`config.mk`:
```
export PLATFORM = sky130hd
export DESIGN_NAME = muldiv_iter
export DESIGN_NICKNAME = d
export VERILOG_FILES = /design/src/rtl/muldiv_iter.sv
export SDC_FILE = /design/constraint.sdc
export NUM_CORES = 2
export LEC_CHECK = 0
export CORE_ASPECT_RATIO = 0.9
export CORE_MARGIN = 2
export CORE_UTILIZATION = 40
export DETAILED_ROUTE_END_ITERATION = 10
export PLACE_DENSITY = 0.54
export SLEW_MARGIN = 20
export SYNTH_ARGS = -nofsm -noshare
export SYNTH_HDL_FRONTEND = slang
export SYNTH_SLANG_ARGS = --single-unit
```
`constraint.sdc`:
```
create_clock -name clk -period 15 [get_ports clk]
set_input_delay 3 -clock clk [delete_from_list [all_inputs] [get_ports clk]]
set_output_delay 3 -clock clk [all_outputs]
set_load 0.02 [all_outputs]
```
`src/rtl/muldiv_iter.sv`:
```
// muldiv_iter: iterative RISC-V M-extension multiply/divide unit.
//
// Radix-2 datapath: one shift-add (multiply) or restoring shift-subtract (divide) step per
// cycle on operand magnitudes, followed by a single sign-fix cycle. Divide-by-zero and
// signed overflow bypass the iteration and complete one cycle after accept.
//
// Ports:
//   clk        clock, rising edge
//   rst        asynchronous active-high reset
//   in_valid   request valid
//   in_ready   unit idle, request accepted when in_valid && in_ready && !kill
//   func3      M-extension op (MUL, MULH, MULHSU, MULHU, DIV, DIVU, REM, REMU)
//   word       RV64 W-form select (ignored when XLEN == 32)
//   rs1, rs2   operands (rs1 = multiplicand / dividend)
//   kill       synchronous abort of the in-flight operation
//   out_valid  result valid
//   out_ready  consumer accepts result
//   rd         result, held stable while out_valid && !out_ready

module muldiv_iter #(
   parameter int unsigned XLEN = 64
) (
   input  logic            clk,
   input  logic            rst,
   input  logic            in_valid,
   output logic            in_ready,
   input  logic [2:0]      func3,
   input  logic            word,
   input  logic [XLEN-1:0] rs1,
   input  logic [XLEN-1:0] rs2,
   input  logic            kill,
   output logic            out_valid,
   input  logic            out_ready,
   output logic [XLEN-1:0] rd
);

   localparam int unsigned IW = $clog2(XLEN);
   localparam int unsigned CW = IW + 1;

   typedef enum logic [1:0] {
      StIdle,
      StCalc,
      StFix,
      StDone
   } state_e;

   state_e              state_q, state_d;
   logic [CW-1:0]       cnt_q, cnt_d;
   logic [XLEN-1:0]     a_q, a_d;       // multiplicand / dividend magnitude
   logic [XLEN-1:0]     b_q, b_d;       // multiplier / divisor magnitude
   logic [XLEN-1:0]     rem_q, rem_d;   // partial remainder
   logic [2*XLEN-1:0]   acc_q, acc_d;   // product, or quotient in the low half
   logic [XLEN-1:0]     rd_q, rd_d;
   logic [2:0]          op_q, op_d;
   logic                word_q, word_d;
   logic                neg_q, neg_d;   // negate product / quotient
   logic                rneg_q, rneg_d; // negate remainder

   function automatic logic [XLEN-1:0] sext32(input logic [31:0] v);
      return XLEN'($signed(v));
   endfunction

   // ---------------------------------------------------------------------------------------
   // Request decode (only meaningful in StIdle)
   // ---------------------------------------------------------------------------------------
   logic            word_eff;
   logic            is_div;
   logic            sg1, sg2;
   logic [XLEN-1:0] ext1, ext2;
   logic            neg1, neg2;
   logic [XLEN-1:0] mag1, mag2;
   logic [XLEN-1:0] min_val;
   logic            div_zero, div_ovf, special;
   logic [XLEN-1:0] sp_raw, sp_res;
   logic            accept;

   always_comb begin
      word_eff = (XLEN == 64) ? word : 1'b0;
      is_div   = func3[2];
      // MULHW/MULHSUW/MULHUW do not exist; in word mode they collapse onto MULW, whose low
      // half is sign-agnostic, so both operands are treated as unsigned.
      if (is_div) begin
         sg1 = ~func3[0];
         sg2 = ~func3[0];
      end else begin
         sg1 = ~word_eff && ((func3[1:0] == 2'b01) || (func3[1:0] == 2'b10));
         sg2 = ~word_eff && (func3[1:0] == 2'b01);
      end

      if (word_eff) begin
         ext1 = sg1 ? sext32(rs1[31:0]) : XLEN'(rs1[31:0]);
         ext2 = sg2 ? sext32(rs2[31:0]) : XLEN'(rs2[31:0]);
      end else begin
         ext1 = rs1;
         ext2 = rs2;
      end

      neg1 = sg1 & ext1[XLEN-1];
      neg2 = sg2 & ext2[XLEN-1];
      mag1 = neg1 ? -ext1 : ext1;
      mag2 = neg2 ? -ext2 : ext2;

      min_val  = word_eff ? sext32(32'h8000_0000) : {1'b1, {(XLEN-1){1'b0}}};
      div_zero = is_div && (ext2 == '0);
      div_ovf  = is_div && sg1 && (ext1 == min_val) && (&ext2);
      special  = div_zero || div_ovf;

      // func3[1] distinguishes REM* from DIV*
      if (div_zero) sp_raw = func3[1] ? ext1 : '1;
      else          sp_raw = func3[1] ? '0 : ext1;
      sp_res = word_eff ? sext32(sp_raw[31:0]) : sp_raw;

      accept = in_valid && (state_q == StIdle) && !kill;
   end

   // ---------------------------------------------------------------------------------------
   // Iteration step
   // ---------------------------------------------------------------------------------------
   logic [IW-1:0]     bit_idx;
   logic [2*XLEN-1:0] prod_step;
   logic [XLEN:0]     r_try, r_sub;
   logic              q_bit;

   always_comb begin
      // Operand bits are consumed MSB-first; the counter doubles as the bit index.
      bit_idx   = IW'(cnt_q - CW'(1));
      prod_step = {acc_q[2*XLEN-2:0], 1'b0} +
                  (b_q[bit_idx] ? {{XLEN{1'b0}}, a_q} : {(2*XLEN){1'b0}});
      r_try     = {rem_q, a_q[bit_idx]};
      r_sub     = r_try - {1'b0, b_q};
      // r_try < 2*divisor, so the subtraction borrows exactly when r_try < divisor
      q_bit     = ~r_sub[XLEN];
   end

   // ---------------------------------------------------------------------------------------
   // Sign fix and result select
   // ---------------------------------------------------------------------------------------
   logic [2*XLEN-1:0] prod_fix;
   logic [XLEN-1:0]   quo_fix, rem_fix, sel_res, fix_res;

   always_comb begin
      prod_fix = neg_q ? -acc_q : acc_q;
      quo_fix  = neg_q ? -acc_q[XLEN-1:0] : acc_q[XLEN-1:0];
      rem_fix  = rneg_q ? -rem_q : rem_q;
      if (op_q[2]) begin
         sel_res = op_q[1] ? rem_fix : quo_fix;
      end else if (word_q || (op_q[1:0] == 2'b00)) begin
         sel_res = prod_fix[XLEN-1:0];
      end else begin
         sel_res = prod_fix[2*XLEN-1:XLEN];
      end
      fix_res = word_q ? sext32(sel_res[31:0]) : sel_res;
   end

   // ---------------------------------------------------------------------------------------
   // Control FSM next state
   // ---------------------------------------------------------------------------------------
   always_comb begin
      state_d = state_q;
      cnt_d   = cnt_q;
      a_d     = a_q;
      b_d     = b_q;
      rem_d   = rem_q;
      acc_d   = acc_q;
      rd_d    = rd_q;
      op_d    = op_q;
      word_d  = word_q;
      neg_d   = neg_q;
      rneg_d  = rneg_q;

      case (state_q)
         StIdle: begin
            if (accept) begin
               op_d   = func3;
               word_d = word_eff;
               neg_d  = neg1 ^ neg2;
               rneg_d = neg1;
               a_d    = mag1;
               b_d    = mag2;
               acc_d  = '0;
               rem_d  = '0;
               if (special) begin
                  rd_d    = sp_res;
                  cnt_d   = '0;
                  state_d = StDone;
               end else begin
                  cnt_d   = word_eff ? CW'(32) : CW'(XLEN);
                  state_d = StCalc;
               end
            end
         end
         StCalc: begin
            if (kill) begin
               state_d = StIdle;
            end else begin
               cnt_d = cnt_q - CW'(1);
               if (op_q[2]) begin
                  rem_d = q_bit ? r_sub[XLEN-1:0] : r_try[XLEN-1:0];
                  acc_d = {acc_q[2*XLEN-2:0], q_bit};
               end else begin
                  acc_d = prod_step;
               end
               if (cnt_q == CW'(1)) state_d = StFix;
            end
         end
         StFix: begin
            if (kill) begin
               state_d = StIdle;
            end else begin
               rd_d    = fix_res;
               state_d = StDone;
            end
         end
         StDone: begin
            // kill wins over a simultaneous out_ready
            if (kill || out_ready) state_d = StIdle;
         end
         default: state_d = StIdle;
      endcase
   end

   always_ff @(posedge clk or posedge rst) begin
      if (rst) begin
         state_q <= StIdle;
         cnt_q   <= '0;
         a_q     <= '0;
         b_q     <= '0;
         rem_q   <= '0;
         acc_q   <= '0;
         rd_q    <= '0;
         op_q    <= '0;
         word_q  <= 1'b0;
         neg_q   <= 1'b0;
         rneg_q  <= 1'b0;
      end else begin
         state_q <= state_d;
         cnt_q   <= cnt_d;
         a_q     <= a_d;
         b_q     <= b_d;
         rem_q   <= rem_d;
         acc_q   <= acc_d;
         rd_q    <= rd_d;
         op_q    <= op_d;
         word_q  <= word_d;
         neg_q   <= neg_d;
         rneg_q  <= rneg_d;
      end
   end

   assign in_ready  = (state_q == StIdle);
   assign out_valid = (state_q == StDone);
   assign rd        = rd_q;

endmodule

```
==> results.md <==
Run status:
- The flow ran to the end, and the final reports show no timing, DRC or antenna violations.

Clock network:
- TritonCTS built the clock tree.
- The clock-pin slew on the worst setup and hold paths is 0.06 ns.
- The number of buffers created by CTS is 51.
- In this run, post-CTS repair resized a total of 0 instances.
- Buffers added to address setup during post-CTS repair amount to 0.
- In this run the deepest clock path goes through 3 buffers.
- Buffers inserted to repair hold after CTS numbered 0.
- The insertion delay to the later sink of the worst-skew pair is 0.65 ns.
- In this run the number of H-tree levels came out at 2.
- CTS saw 399 sinks.
- The root buffer cell chosen for the clock tree is sky130_fd_sc_hd__clkbuf_16.

Pwr:
- The proportion of power drawn by flip-flops and latches is 0.245.
- Of the total power, the clock network draws 0.175.
- The peak ir drop on the vdd network is around 0.00014 V.
- The switching share of total power is 0.5136.
- The leakage power is around 17 nW.
- The share of total power dissipated in combinational logic is 0.579.
- In this run the power density over the cells is 181.4 mW/mm^2.
- Internal power comes to 3.690 mW.
- Summed over all nets, the switching power comes to 3.896 mW.
- Summing internal, switching and leakage power gives 7.586 mW.

Detailed routing:
- The pre-antenna-repair detailed-routing pass consisted of 9 iterations.
- The number of vias per cell after detailed routing is 6.323.
- The initial detailed-routing violation count is 5513.
- The residual antenna-violating net count after detailed routing is 0.
- The detailed-route via count is 39020.
- The final layout contains routed wiring with a total length of roughly 170 mm.
- The final routed DRC violation total is 0.
- After detailed routing, the average wire length per cell comes to 27.80 um.

Timing:
- Setup violations remaining at the end of the flow were counted as 0.
- The sum of negative setup slack is 0 ns.
- The worst path in the final design needs a cycle of about 7.8 ns, including I/O delays and setup.
- Setup repair after global routing left no endpoint under its margin.
- Timing would allow up to 128.8 MHz.
- For the pin with the worst max-slew slack, the measured transition is roughly 1.2 ns.
- The clock arrives with 0.04455 ns of skew.
- The number of pins exceeding their max-slew limit in the final report was 0.
- The hold violation count in the final report is 0.
- The worst pin sits at a relative slew slack of 0.1819.
- Of the available clock period, the critical path in the final layout requires 0.5177.

Worst hold path:
- The worst hold path belongs to the class flop to flop.

Die:
- The width of the chip is 325.5 um.
- The die covers 0.09547 mm^2.
- The die outline height is ~300 um.
- The floorplan step defined a core boundary enclosing 0.09257 mm^2.
- The count of boundary I/O pins is 203.
- The initial core utilization is 0.4019.
- The number of standard-cell rows in the floorplan is 106.

GRT:
- The number of global-route vias before repair is 35280.
- The global-route track usage on met2 is 0.4633.
- Entering global routing, the biggest net connects 205 pins.
- The number of antenna violations at the first check in global routing is 19.
- The first global-routing pass estimated 248.8 mm of wire.
- The global-route track usage on met1 is 0.5318.
- For this run, global-route usage on met3 was measured as 0.1004.
- The leftover overflow at the end of global routing is 0.
- The overall global routing resource usage is 0.3481.
- The layer flagged by global routing as most heavily used is met1.

Worst setup path:
- The element type at the critical path end is a flop.
- STA puts the critical path data required time at 15.54 ns.
- By startpoint and endpoint, the worst setup path is classified as flop to flop.
- Along the worst path, the maximum fanout reaches 64.
- The kind of launch point of the worst setup path is a flop.
- The arrival time of the worst setup path is 8.30 ns.

Yosys:
- The count of different cell masters after synthesis is 89.
- The net count after synthesis is 5198.
- The proportion of synthesized flip-flops having asynchronous set or reset is 1.000.
- Synthesis produced 4924 cells.
- The main flop type after synthesis is sky130_fd_sc_hd__dfrtp_1.
- After synthesis the cells add up to between 0.03 and 0.04 mm^2.
- The flip-flop and latch count after synthesis is approximately 400.
- The average size of a mapped cell is 7.555 um^2.
- The share of the Yosys chip area taken by registers is 0.2684.
- Yosys printed 0 warnings.
- The number of synthesized flops with an enable pin is 0.

Cells and area:
- The finished cells cover 0.04181 mm^2.
- The area growth from synthesis to layout is 12.39%.
- For this run, the share of the core covered by cells in the final layout is 0.4517.
- In the final design database the tool counted between 5000 and 6000 nets.
- In the final layout, the share of cells above drive strength 1 is 0.05357.

Placement:
- Routability-driven placement finished with a final weighted congestion of 1.003.
- The half-perimeter wire length after detailed placement is around 130 mm.
- The count of input and output buffers is about 200.
- In this run the cell area measured after placement is around 0.04 mm^2.

Run:
- The max-cap violation count is 0.
[sequential cells by signal (all words and copies together) (netlist names), 2 cells and up]
| register | cells |
|---|---|
| acc_q | 128 |
| b_q | 64 |
| a_q | 64 |
| op_q | 3 |
| rem_q | 64 |
| rd | 64 |
| cnt_q | 7 |
| state_q | 2 |
[synth_stat cells, drive strengths merged, types with 125 or more instances]
| cell | number | area (um^2) |
|---|---|---|
| nor3 | 125 | 630.6 |
| nand2 | 650 | 2440 |
| o21ai | 651 | 3258 |
| ha | 135 | 1689 |
| clkbuf | 322 | 1209 |
| xnor2 | 219 | 1918 |
| nand3 | 129 | 645.6 |
| xor2 | 207 | 1813 |
| nor2 | 338 | 1269 |
| dfrtp | 399 | 9985 |
| inv | 137 | 514.2 |
| a21oi | 336 | 1682 |
[power groups by stage]
stage / logic (mW) / registers, mW / clock network [mW]
3_5_place_dp: 4.25 / 1.84 / 0
5_1_grt: 4.71 / 1.87 / 1.38
3_3_place_gp: 4.24 / 1.85 / 0
6_report: 4.39 / 1.86 / 1.33
4_1_cts: 4.27 / 1.83 / 1.35
2_1_floorplan: 2.82 / 1.64 / 0
[layout make-up]
class | count | area [um^2]
clock inverters | 25 | 316.6
clock buffers | 68 | 1461
diodes | 2 | 5.005
fillers | 9524 | 50760
repair buffers | 266 | 2510
multi-input cells | 4032 | 25440
well taps | 1242 | 1554
flip-flops and latches | 399 | 9996
inverters | 138 | 525.5
[path summary, 6_finish.rpt]
| path | end | startpoint | slack (ns) | cells after the start |
|---|---|---|---|---|
| max | acc_q[82]$_DFFE_PP0P_ | cnt_q[0]$_DFFE_PP0P_ | 7.24 | 19 |
| min | rd[43]$_DFFE_PP0P_ | rd[43]$_DFFE_PP0P_ | 0.50 | 2 |
| max reg2reg | acc_q[82]$_DFFE_PP0P_ | cnt_q[0]$_DFFE_PP0P_ | 7.24 | 19 |
| min reg2reg | rd[43]$_DFFE_PP0P_ | rd[43]$_DFFE_PP0P_ | 0.50 | 2 |
| max in group asynchronous | neg_q$_DFFE_PP0P_ | rst | 9.84 | 4 |
| min in group asynchronous | a_q[8]$_DFFE_PP0P_ | rst | 2.83 | 2 |
[cell families (layout without fill, tap and decap cells)]
kind of cell / Yosys count / count (layout) / share of synthesized area
adders and majority gates: 167 / 167 / 0.05455
muxes: 125 / 125 / 0.04756
buffers and inverters: 493 / 497 / 0.05062
and+or+nand+nor: 1766 / 1766 / 0.2275
xor gates and xnor gates: 426 / 426 / 0.1003
AOI/OAI and AO/OA: 1548 / 1548 / 0.2511
other: 0 / 2 / 0
DFF: 399 / 399 / 0.2684
[per-layer routing]
metal  up-vias  wire length, um
met5         -               77
met4        12             5496
met3       239            19840
met2      2056            66100
met1     18940            80080
li1      17780                -
[critical path, cell delays in order (launching register included)]
cell                      delay, ns
sky130_fd_sc_hd__dfrtp_2       0.74
sky130_fd_sc_hd__inv_1         0.10
sky130_fd_sc_hd__ha_1          0.30
sky130_fd_sc_hd__buf_4         0.41
sky130_fd_sc_hd__mux4_2        0.39
sky130_fd_sc_hd__mux4_2        0.50
sky130_fd_sc_hd__mux4_2        0.46
sky130_fd_sc_hd__buf_4         0.28
sky130_fd_sc_hd__and2_1        0.29
sky130_fd_sc_hd__ha_1          0.36
sky130_fd_sc_hd__nand2_1       0.16
sky130_fd_sc_hd__or4_1         0.67
sky130_fd_sc_hd__or4_1         0.54
sky130_fd_sc_hd__o21ai_1       0.43
sky130_fd_sc_hd__a31oi_1       0.32
sky130_fd_sc_hd__o31a_1        0.41
sky130_fd_sc_hd__buf_4         0.23
sky130_fd_sc_hd__or4_1         0.61
sky130_fd_sc_hd__nor4_1        0.27
sky130_fd_sc_hd__nor3_1        0.07
[cell usage in the layout (no fill, tap or decap), drive strengths merged, types with 135 or more instances in the layout]
master,instances
xor2,207
nor2,338
o21ai,651
clkdlybuf4s50,201
a21oi,336
xnor2,219
dfrtp,399
inv,139
ha,135
nand2,650
[metrics by stage]
| step | instances | worst slack, ns | hold slack, ns |
|---|---|---|---|
| finish | 6172 | 7.235 | 0.4969 |
| global route | 6170 | 6.922 | 0.5306 |
| CTS | 6169 | 7.315 | 0.4984 |
| detailed placement | 6076 | 6.858 | 0.4836 |
| global placement | 6075 | 7.005 | 0.4780 |
| floorplan | 4924 | 0.9039 | 0.4580 |
Note: power is estimated with default switching activity, not from simulation.
